### src/rtl/user_id_pkg.sv
// Shared types and helpers for the user ID bank: serial dump FSM states and
// the width helper used for index, bit and phase counters.
package user_id_pkg;

  typedef enum logic [1:0] {
    IDLE  = 2'd0,
    LOAD  = 2'd1,
    SHIFT = 2'd2,
    DONE  = 2'd3
  } ser_state_t;

  // Bits needed to count 0..n-1, never less than one bit.
  function automatic int width_for(input int n);
    return (n <= 1) ? 1 : $clog2(n);
  endfunction

endpackage

### src/rtl/scl_conb.sv
// Behavioural model of the standard-cell tie cell: one constant-high and one
// constant-low output. Replaced by the library cell at implementation.
module scl_conb (
  output logic HI,
  output logic LO
);

  assign HI = 1'b1;
  assign LO = 1'b0;

endmodule

### src/rtl/user_id_const_word.sv
// One ID word built purely from tie cells. Each bit gets its own scl_conb so the
// value can be changed late by a metal-only edit of the selected tie output.
module user_id_const_word #(
  parameter int                    WORD_WIDTH = 32,
  parameter logic [WORD_WIDTH-1:0] VALUE      = '0
) (
  output logic [WORD_WIDTH-1:0] word
);

  logic [WORD_WIDTH-1:0] tie_hi;
  logic [WORD_WIDTH-1:0] tie_lo;

  for (genvar i = 0; i < WORD_WIDTH; i++) begin : g_bit
    scl_conb u_conb (
      .HI(tie_hi[i]),
      .LO(tie_lo[i])
    );
    assign word[i] = VALUE[i] ? tie_hi[i] : tie_lo[i];
  end

endmodule

### src/rtl/user_id_bank.sv
// User ID bank: constant ID words readable one word at a time over a simple
// request/ack port, plus an independent serial dump of all words (word 0
// first, MSB first) with a divided bit clock.
module user_id_bank
  import user_id_pkg::*;
#(
  parameter int                                NUM_WORDS     = 4,
  parameter int                                WORD_WIDTH    = 32,
  parameter logic [NUM_WORDS*WORD_WIDTH-1:0]   USER_ID_VALUE = '0,
  parameter int                                SER_DIV       = 4
) (
  input  logic                              wb_clk_i,
  input  logic                              wb_rst_i,
  input  logic                              rd_req_i,
  input  logic [width_for(NUM_WORDS)-1:0]   rd_idx_i,
  output logic                              rd_ack_o,
  output logic [WORD_WIDTH-1:0]             rd_data_o,
  output logic                              rd_err_o,
  input  logic                              ser_start_i,
  output logic                              ser_busy_o,
  output logic                              ser_clk_o,
  output logic                              ser_dat_o,
  output logic                              ser_done_o,
  output logic [WORD_WIDTH-1:0]             mask_rev
);

  localparam int IDXW       = width_for(NUM_WORDS);
  localparam int TOTAL_BITS = NUM_WORDS * WORD_WIDTH;
  localparam int BW         = width_for(TOTAL_BITS);
  localparam int PW         = width_for(SER_DIV);

  localparam logic [BW-1:0] BIT_LAST = BW'(TOTAL_BITS - 1);
  localparam logic [PW-1:0] PH_LAST  = PW'(SER_DIV - 1);
  // Phase after which the bit clock rises for the second half of the period.
  localparam logic [PW-1:0] PH_RISE  = PW'(SER_DIV / 2 - 1);

  logic [WORD_WIDTH-1:0] id_word [NUM_WORDS];
  // Serial image arranged so that bit TOTAL_BITS-1 is word 0's MSB; the bit
  // counter then simply counts down through it.
  logic [TOTAL_BITS-1:0] ser_vec;

  for (genvar k = 0; k < NUM_WORDS; k++) begin : g_word
    user_id_const_word #(
      .WORD_WIDTH(WORD_WIDTH),
      .VALUE     (USER_ID_VALUE[k*WORD_WIDTH +: WORD_WIDTH])
    ) u_word (
      .word(id_word[k])
    );
    assign ser_vec[(NUM_WORDS-1-k)*WORD_WIDTH +: WORD_WIDTH] = id_word[k];
  end

  assign mask_rev = id_word[0];

  // ---------------------------------------------------------------------
  // Parallel read path
  // ---------------------------------------------------------------------
  logic [WORD_WIDTH-1:0] rd_word;
  logic                  rd_oob;

  assign rd_oob = (32'(rd_idx_i) >= 32'(NUM_WORDS));

  // Word select mux over the tie-cell words.
  always_comb begin
    rd_word = '0;
    for (int k = 0; k < NUM_WORDS; k++) begin
      if (rd_idx_i == IDXW'(k)) rd_word = id_word[k];
    end
  end

  // Register the read response one cycle after the request; data holds between acks.
  always_ff @(posedge wb_clk_i or posedge wb_rst_i) begin
    if (wb_rst_i) begin
      rd_ack_o  <= 1'b0;
      rd_err_o  <= 1'b0;
      rd_data_o <= '0;
    end else begin
      rd_ack_o <= rd_req_i;
      rd_err_o <= rd_req_i & rd_oob;
      if (rd_req_i) rd_data_o <= rd_oob ? '0 : rd_word;
    end
  end

  // ---------------------------------------------------------------------
  // Serial dump
  // ---------------------------------------------------------------------
  ser_state_t    state, state_nxt;
  logic [BW-1:0] bit_cnt, bit_nxt;
  logic [PW-1:0] phase_cnt, phase_nxt;
  logic          clk_nxt;
  logic          dat_nxt;

  // Serial FSM state, counters and the registered bit clock/data outputs.
  always_ff @(posedge wb_clk_i or posedge wb_rst_i) begin
    if (wb_rst_i) begin
      state     <= IDLE;
      bit_cnt   <= '0;
      phase_cnt <= '0;
      ser_clk_o <= 1'b0;
      ser_dat_o <= 1'b0;
    end else begin
      state     <= state_nxt;
      bit_cnt   <= bit_nxt;
      phase_cnt <= phase_nxt;
      ser_clk_o <= clk_nxt;
      ser_dat_o <= dat_nxt;
    end
  end

  // Next-state logic; clock and data are computed one cycle ahead so they are glitch-free flops.
  always_comb begin
    state_nxt = state;
    bit_nxt   = bit_cnt;
    phase_nxt = phase_cnt;
    clk_nxt   = ser_clk_o;
    dat_nxt   = ser_dat_o;
    case (state)
      IDLE: begin
        clk_nxt = 1'b0;
        dat_nxt = 1'b0;
        if (ser_start_i) begin
          state_nxt = LOAD;
          bit_nxt   = BIT_LAST;
          phase_nxt = '0;
        end
      end
      LOAD: begin
        state_nxt = SHIFT;
        phase_nxt = '0;
        clk_nxt   = 1'b0;
        dat_nxt   = ser_vec[bit_cnt];
      end
      SHIFT: begin
        if (phase_cnt == PH_LAST) begin
          phase_nxt = '0;
          clk_nxt   = 1'b0;
          if (bit_cnt == '0) begin
            state_nxt = DONE;
            dat_nxt   = 1'b0;
          end else begin
            bit_nxt = bit_cnt - BW'(1);
            dat_nxt = ser_vec[bit_nxt];
          end
        end else begin
          phase_nxt = phase_cnt + PW'(1);
          if (phase_cnt == PH_RISE) clk_nxt = 1'b1;
        end
      end
      DONE: begin
        state_nxt = IDLE;
        clk_nxt   = 1'b0;
        dat_nxt   = 1'b0;
      end
      default: begin
        state_nxt = IDLE;
        clk_nxt   = 1'b0;
        dat_nxt   = 1'b0;
      end
    endcase
  end

  assign ser_busy_o = (state == LOAD) || (state == SHIFT);
  assign ser_done_o = (state == DONE);

endmodule

### config.mk
export PLATFORM = sky130hd
export DESIGN_NAME = user_id_bank
export DESIGN_NICKNAME = d
export VERILOG_FILES = /design/src/rtl/user_id_pkg.sv /design/src/rtl/scl_conb.sv /design/src/rtl/user_id_const_word.sv /design/src/rtl/user_id_bank.sv
export SDC_FILE = /design/constraint.sdc
export NUM_CORES = 1
export LEC_CHECK = 0
export CORE_AREA = 2 2 63 65
export DETAILED_ROUTE_END_ITERATION = 7
export DIE_AREA = 0 0 65 67
export PLACE_DENSITY = 0.8
export SLEW_MARGIN = 40
export SYNTH_ARGS = -nofsm -noshare
export SYNTH_HDL_FRONTEND = slang
export SYNTH_SLANG_ARGS = --single-unit
export TNS_END_PERCENT = 1
### constraint.sdc
create_clock -name wb_clk_i -period 2.4 [get_ports wb_clk_i]
set_clock_uncertainty 0.05 [all_clocks]
set_input_delay 0.36 -clock wb_clk_i [delete_from_list [all_inputs] [get_ports wb_clk_i]]
set_output_delay 0.36 -clock wb_clk_i [all_outputs]
set_load 0.05 [all_outputs]
* Word level (Yosys, flattened, before mapping) *
Memory sizes are Yosys's and may differ from the RTL's.
Index checks and enable logic that the tools add are counted.

storage, ports and cells
  flip-flop bits (word level) = 14
  input port bits = 6
  logic and storage cells = 51
  memories = 2
  output and inout port bits = 70
  memory bits (read-only) = 256

operators by class
  reductions and logical operators = 10
  muxes and demuxes = 19
  add/sub/neg operators = 2
  equal/unequal tests = 10
  order comparisons = 2

memory list
  memory           depth  width  read ports  clocked after memory_dff  write ports  RTL line             source
  (no name shown)  128    1      1           0                         0            user_id_bank.sv:141  dat_nxt = ser_vec[bit_nxt];
  (no name shown)  128    1      1           0                         0            user_id_bank.sv:130  dat_nxt = ser_vec[bit_cnt];

operators with widths
  operator                                                                       count
  7-bit two-way mux                                                              3
  7-bit by 8-bit less-than comparator with 1-bit output (second input constant)  2
  7-bit case mux with 2 select lines                                             1
  2-bit two-way mux                                                              5
  2-bit != test (second input constant)                                          4
  2-bit case mux with 4 select lines                                             1
  7-bit logical NOT                                                              1
  7-bit by 1-bit subtractor with 7-bit output (second input constant)            1
  2-bit == test (second input constant)                                          3
  1-bit two-way mux                                                              6
  2-bit case mux with 3 select lines                                             1
  2-bit by 1-bit == test with 1-bit output (second input constant)               2
  4-bit AND reduction                                                            1
  3-bit != test (second input constant)                                          1
  1-bit case mux with 3 select lines                                             1
  3-bit AND reduction                                                            1
  3-bit nonzero test                                                             1
  3-bit OR reduction                                                             1
  2-bit by 1-bit adder with 2-bit output (second input constant)                 1
  2-bit logical NOT                                                              1
  1-bit case mux with 2 select lines                                             1
  2-bit AND reduction                                                            1
  2-bit nonzero test                                                             1
  2-bit OR reduction                                                             1
  1-bit logical OR                                                               1

* Longest topological paths before layout *
  depth in word-level cells = 6
  mapped depth = 7
  depth with buffers taken out = 6

* Modules after synthesis *
Synthesis repeated with hierarchy kept, for this count alone.

unflattened totals
  cells, all modules = 930
  area, all modules = 7917.6 um2

by module, submodules not included
  module        area each (um2)  times used  cells each
  user_id_bank  5034.8           1           418
  scl_conb      22.5             128         4

* Worst setup path before layout *
Ideal clock, no wire load.

  path kind = register to register
  start point = register bit_cnt[0]
  end point = register bit_cnt[0]
  setup time = 0.120 ns
  arrival time = 1.518 ns
  cell stages (with the launch flop) = 7
  slack = 0.711 ns
  data required time = 2.230 ns
  path through = dfrtp_1 > inv_1 > ha_1 > or4b_4 > o21ai_2 > a21oi_1 > o211a_1

on the way
  cells in the longest elaborated chain, start to end = 4
  elaborated cells between the ends (all ways) = 7
  those cells by class = 1 x add/sub; 1 x eq/ne; 3 x mux; 2 x reduce/logical

ends and longest elaborated chain
  item                                         RTL line             source
  from (decl)                                  user_id_bank.sv:87   logic [BW-1:0] bit_cnt, bit_nxt;
  from (signal assigned)                       user_id_bank.sv:102  bit_cnt <= bit_nxt;
  7-bit by 1-bit subtractor with 7-bit output  user_id_bank.sv:140  bit_nxt = bit_cnt - BW'(1);
  7-bit two-way mux                            user_id_bank.sv:136  if (bit_cnt == '0) begin
  7-bit two-way mux                            user_id_bank.sv:133  if (phase_cnt == PH_LAST) begin
  7-bit case mux with 2 select lines           user_id_bank.sv:116  case (state)

Parallel ways exist; a longest one is shown, timed or not. The select of a mux whose other input is x is not followed.
A chain may end at the register's enable or synchronous reset.

* Worst setup path after layout *
  start point = register state[1]
  end point = output ser_busy_o

on the way
  cells in the longest elaborated chain, start to end = 2
  elaborated cells between the ends (all ways) = 3
  those cells by class = 2 x eq/ne; 1 x reduce/logical

ends and longest elaborated chain
  item                                                                       RTL line             source
  from (decl)                                                                user_id_bank.sv:86   ser_state_t state, state_nxt;
  from (signal assigned)                                                     user_id_bank.sv:101  state <= state_nxt;
  2-bit by 1-bit == test with 1-bit output or 2-bit == test (tied branches)  user_id_bank.sv:161  assign ser_busy_o = (state == LOAD) || (state == SHIFT);
  1-bit logical OR *                                                         user_id_bank.sv:161
  to (decl)                                                                  user_id_bank.sv:20   output logic ser_busy_o,

Every way passes the cells marked *; elsewhere a longest branch is shown, timed or not.

==> reports/qor.csv <==
stage,metric,value,unit
pwr,power.density,509,mW/mm2
floorplanning,core_area,0.00361,mm2
pwr,vdd_ir_drop_max,0.419,mV
floorplanning,die-area,0.00436,mm2
timing,timing.final.ws_setup,0.189,ns
yosys,synth_top_family_by_area,buffers and inverters,
status,status,"complete, no violations",
floorplanning,die_w,65,um
clock_network,cts_made_buffers,3,
global_routing,grt_pass1_vias,707,
yosys,yosysWarnings,0,
final_layout,n_fill_cell,398,
route,antenna_left,0,
clock_network,clock_path_buffers,2,
timing,layout_min_cycle_time,2.21,ns
global_routing,global_route.overflow_total,0,
route,dr.pass1.iters,4,
global_routing,grt_start_max_net_pins,22,
timing,tightest_slew,0.511,ns
final_layout,syn_to_final_growth,-5.86,%
placement,dpl.hpwl,1520,um
global_routing,busiest_layer,met2,
clock_network,h-tree-depth,1,
run,drv_cap,0,
route,vias,868,
floorplanning,io_pins,76,
critical_path,crit_path_end_kind,output port,
clock_network,clk_latency,0.24,ns
critical_path,cp.arrival,1.80,ns
timing,tns,0,ns
yosys,postSynthCellCount,160,
floorplanning,initial_core_util,37.9,%
timing,period_share,92.1,%
critical_path,crit_type,flip-flop to output port,
global_routing,grt_pass1_wl,3100,um
global_routing,use_met2,14.7,%
route,vias_per_cell,4.02,
yosys,ys_seq_area_share,23.8,%
final_layout,num_antenna_cells,0,
final_layout,layout.cells.non_filler,216,
clock_network,cts-root-buf,clkbuf_8,
global_routing,grt.met3_usage,2.87,%
yosys,synthMuxAreaShare,3.30,%
floorplanning,rows,22,
placement,pre_cts_ws,0.445,ns
route,avgRoutedWirePerCell,9.03,um
route,drc,0,
clock_network,holdBufCountCts,0,
yosys,synth_area_per_cell,8.54,um2
yosys,ys_ff_latch,13,
placement,place_congestion,0.821,
clock_network,post_cts_buffers,0,
yosys,syn_area,0.00137,mm2
final_layout,nNetsFinal,182,
route,drt_iter0_drc,15,
critical_path,cp_top_family,buffers and inverters,
timing,slew_violations,0,
critical_path,critPathBufInv,2,
global_routing,use_met1,11.6,%
clock_network,cts.clk_slew.worst_paths,0.06,ns
timing,setup_viol,0,
timing,hold_viol,0,
yosys,synth_adder_area_share,6.41,%
yosys,synth-compound-area-share,9.89,%
timing,timing.hold.ws,0.391,ns
route,drt-total-wl,1950,um
global_routing,grtUsageTotal,9.18,%
placement,portBuffers,7,
clock_network,cts_num_sinks,13,
min_path,hold_class,primary input to asynchronous set/reset pin,
clock_network,cts_tree,done,
timing,fmax,0.452,GHz
clock_network,cts_resized,0,
critical_path,cp-start-kind,flip-flop,
floorplanning,die_h,67,um
yosys,synth_xor_area_share,0,%
placement,dp_cells,212,
critical_path,crit_path_max_incr_delay,0.81,ns
final_layout,drive_gt1_share,6.55,%
yosys,synth-simple-area-share,16.7,%
pwr,power.leakage,0.648,nW
critical_path,worst_path_max_delay_cell,clkdlybuf4s50_1,
timing,slew_headroom,65.9,%
critical_path,cp_max_fo,4,
pwr,p_total,655,uW
global_routing,grt_antenna_before_repair,0,
yosys,ys_types,35,
critical_path,cp.required,1.99,ns
critical_path,crit_chain,inv_1 > ha_1 > clkdlybuf4s50_1,
timing,rsz0062_at_grt,no,
==> path summary, 6_finish.rpt <==
| path | start | end | slack [ns] | depth (start not counted) |
|---|---|---|---|---|
| min in group wb_clk_i | phase_cnt[1]$_DFFE_PP0P_ | phase_cnt[1]$_DFFE_PP0P_ | 0.47 | 2 |
| hold / removal | wb_rst_i | bit_cnt[1]$_DFFE_PP0P_ | 0.39 | 2 |
| hold reg to reg | phase_cnt[1]$_DFFE_PP0P_ | phase_cnt[1]$_DFFE_PP0P_ | 0.47 | 2 |
| setup reg to reg | bit_cnt[0]$_DFFE_PP0P_ | bit_cnt[0]$_DFFE_PP0P_ | 0.56 | 6 |
| max in group asynchronous | wb_rst_i | bit_cnt[3]$_DFFE_PP0P_ | 1.56 | 2 |
| setup / recovery | state[1]$_DFFE_PP0P_ | ser_busy_o | 0.19 | 3 |
==> registers in the layout (all words and copies together) (netlist names) <==
| name | count |
|---|---|
| phase_cnt | 2 |
| ser_clk_o | 1 |
| state | 2 |
| rd_ack_o | 1 |
| bit_cnt | 7 |
==> cell families after synthesis <==
kind of cell               after synthesis
DFF                                     13
AOI/OAI and AO/OA                       21
adders and majority gates                7
muxes                                    4
buffers and inverters                   77
other                                    1
and+or+nand+nor                         37
==> cells in the final DEF, fill, tap and decap left out, types with 2 or more instances in the layout <==
cell type / Yosys / routed
clkdlybuf4s50_1: 0 / 7
nor3b_1: 2 / 2
nor4_1: 2 / 2
nor2_1: 7 / 7
ha_1: 7 / 7
mux2i_1: 3 / 3
o21ai_0: 4 / 4
nor3_1: 3 / 3
nand2_1: 6 / 6
a21oi_1: 6 / 6
nor4b_1: 3 / 3
buf_4: 67 / 2
dfrtp_1: 13 / 13
inv_1: 7 / 7
clkbuf_8: 0 / 3
a21o_1: 2 / 2
conb_1: 1 / 66
nand2b_1: 2 / 2
nand4_1: 3 / 3
nand3_1: 4 / 4
==> per-layer routing <==
| metal | part of all wire, % | vias to the layer above |
|---|---|---|
| li1 | - | 418 |
| met2 | 48 | 51 |
| met1 | 42 | 397 |
| met3 | 8.8 | 2 |
| met4 | 0.97 | 0 |
| met5 | 0 | - |
==> per-stage QoR <==
stage               cell area [um2]  util, %
finish                         1290     35.7
global route                   1290     35.7
CTS                            1290     35.7
detailed placement             1240     34.4
global placement               1240     34.4
floorplan                      1610        -
==> cell type report <==
cell class / count / area (um2) / area share [%]
multi-input combinational: 135 / 743 / 57.8
clock inverter: 1 / 5.00 / 0.389
sequential: 13 / 325 / 25.3
inverter: 7 / 26.3 / 2.04
clock buffer: 3 / 41.3 / 3.21
tap: 48 / 60.1 / 4.67
timing repair buffer: 9 / 85.1 / 6.61
==> cell usage after synthesis <==
| library cell | n | area share, % |
|---|---|---|
| nand2b_1 | 2 | 0.92 |
| conb_1 | 1 | 0.27 |
| clkbuf_2 | 1 | 0.37 |
| a21o_1 | 2 | 1.1 |
| nor2_1 | 7 | 1.9 |
| nand2_1 | 6 | 1.6 |
| o21ai_2 | 1 | 0.64 |
| a211oi_1 | 1 | 0.55 |
| a21boi_0 | 1 | 0.55 |
| mux2i_1 | 3 | 2.2 |
| o2111ai_1 | 1 | 0.64 |
| ha_1 | 7 | 6.4 |
| dfrtp_1 | 13 | 24 |
| inv_1 | 7 | 1.9 |
| nor4b_4 | 1 | 1.7 |
| or2_2 | 1 | 0.46 |
| a31oi_1 | 1 | 0.46 |
| buf_4 | 67 | 37 |
| nand4_1 | 3 | 1.4 |
| clkbuf_1 | 2 | 0.55 |
| or4b_4 | 1 | 1.0 |
| nor4_1 | 2 | 0.92 |
| nor3b_1 | 2 | 1.1 |
| o22a_1 | 1 | 0.64 |
| nand3_1 | 4 | 1.5 |
| nor4b_1 | 3 | 1.9 |
| o211a_1 | 1 | 0.73 |
| o21a_1 | 1 | 0.55 |
| or3b_1 | 1 | 0.64 |
| nor3_1 | 3 | 1.1 |
| a21oi_1 | 6 | 2.2 |
| mux2_4 | 1 | 1.1 |
| o21ai_1 | 1 | 0.37 |
| o21ai_0 | 4 | 1.5 |
| nor2b_1 | 1 | 0.46 |
==> where the power goes <==
part           switching (mW)  total [mW]  internal [mW]
Clock                  0.0794       0.194          0.115
Sequential           0.000267       0.220          0.220
Combinational           0.234       0.241        0.00625
Power figures use the tool's default switching activity.
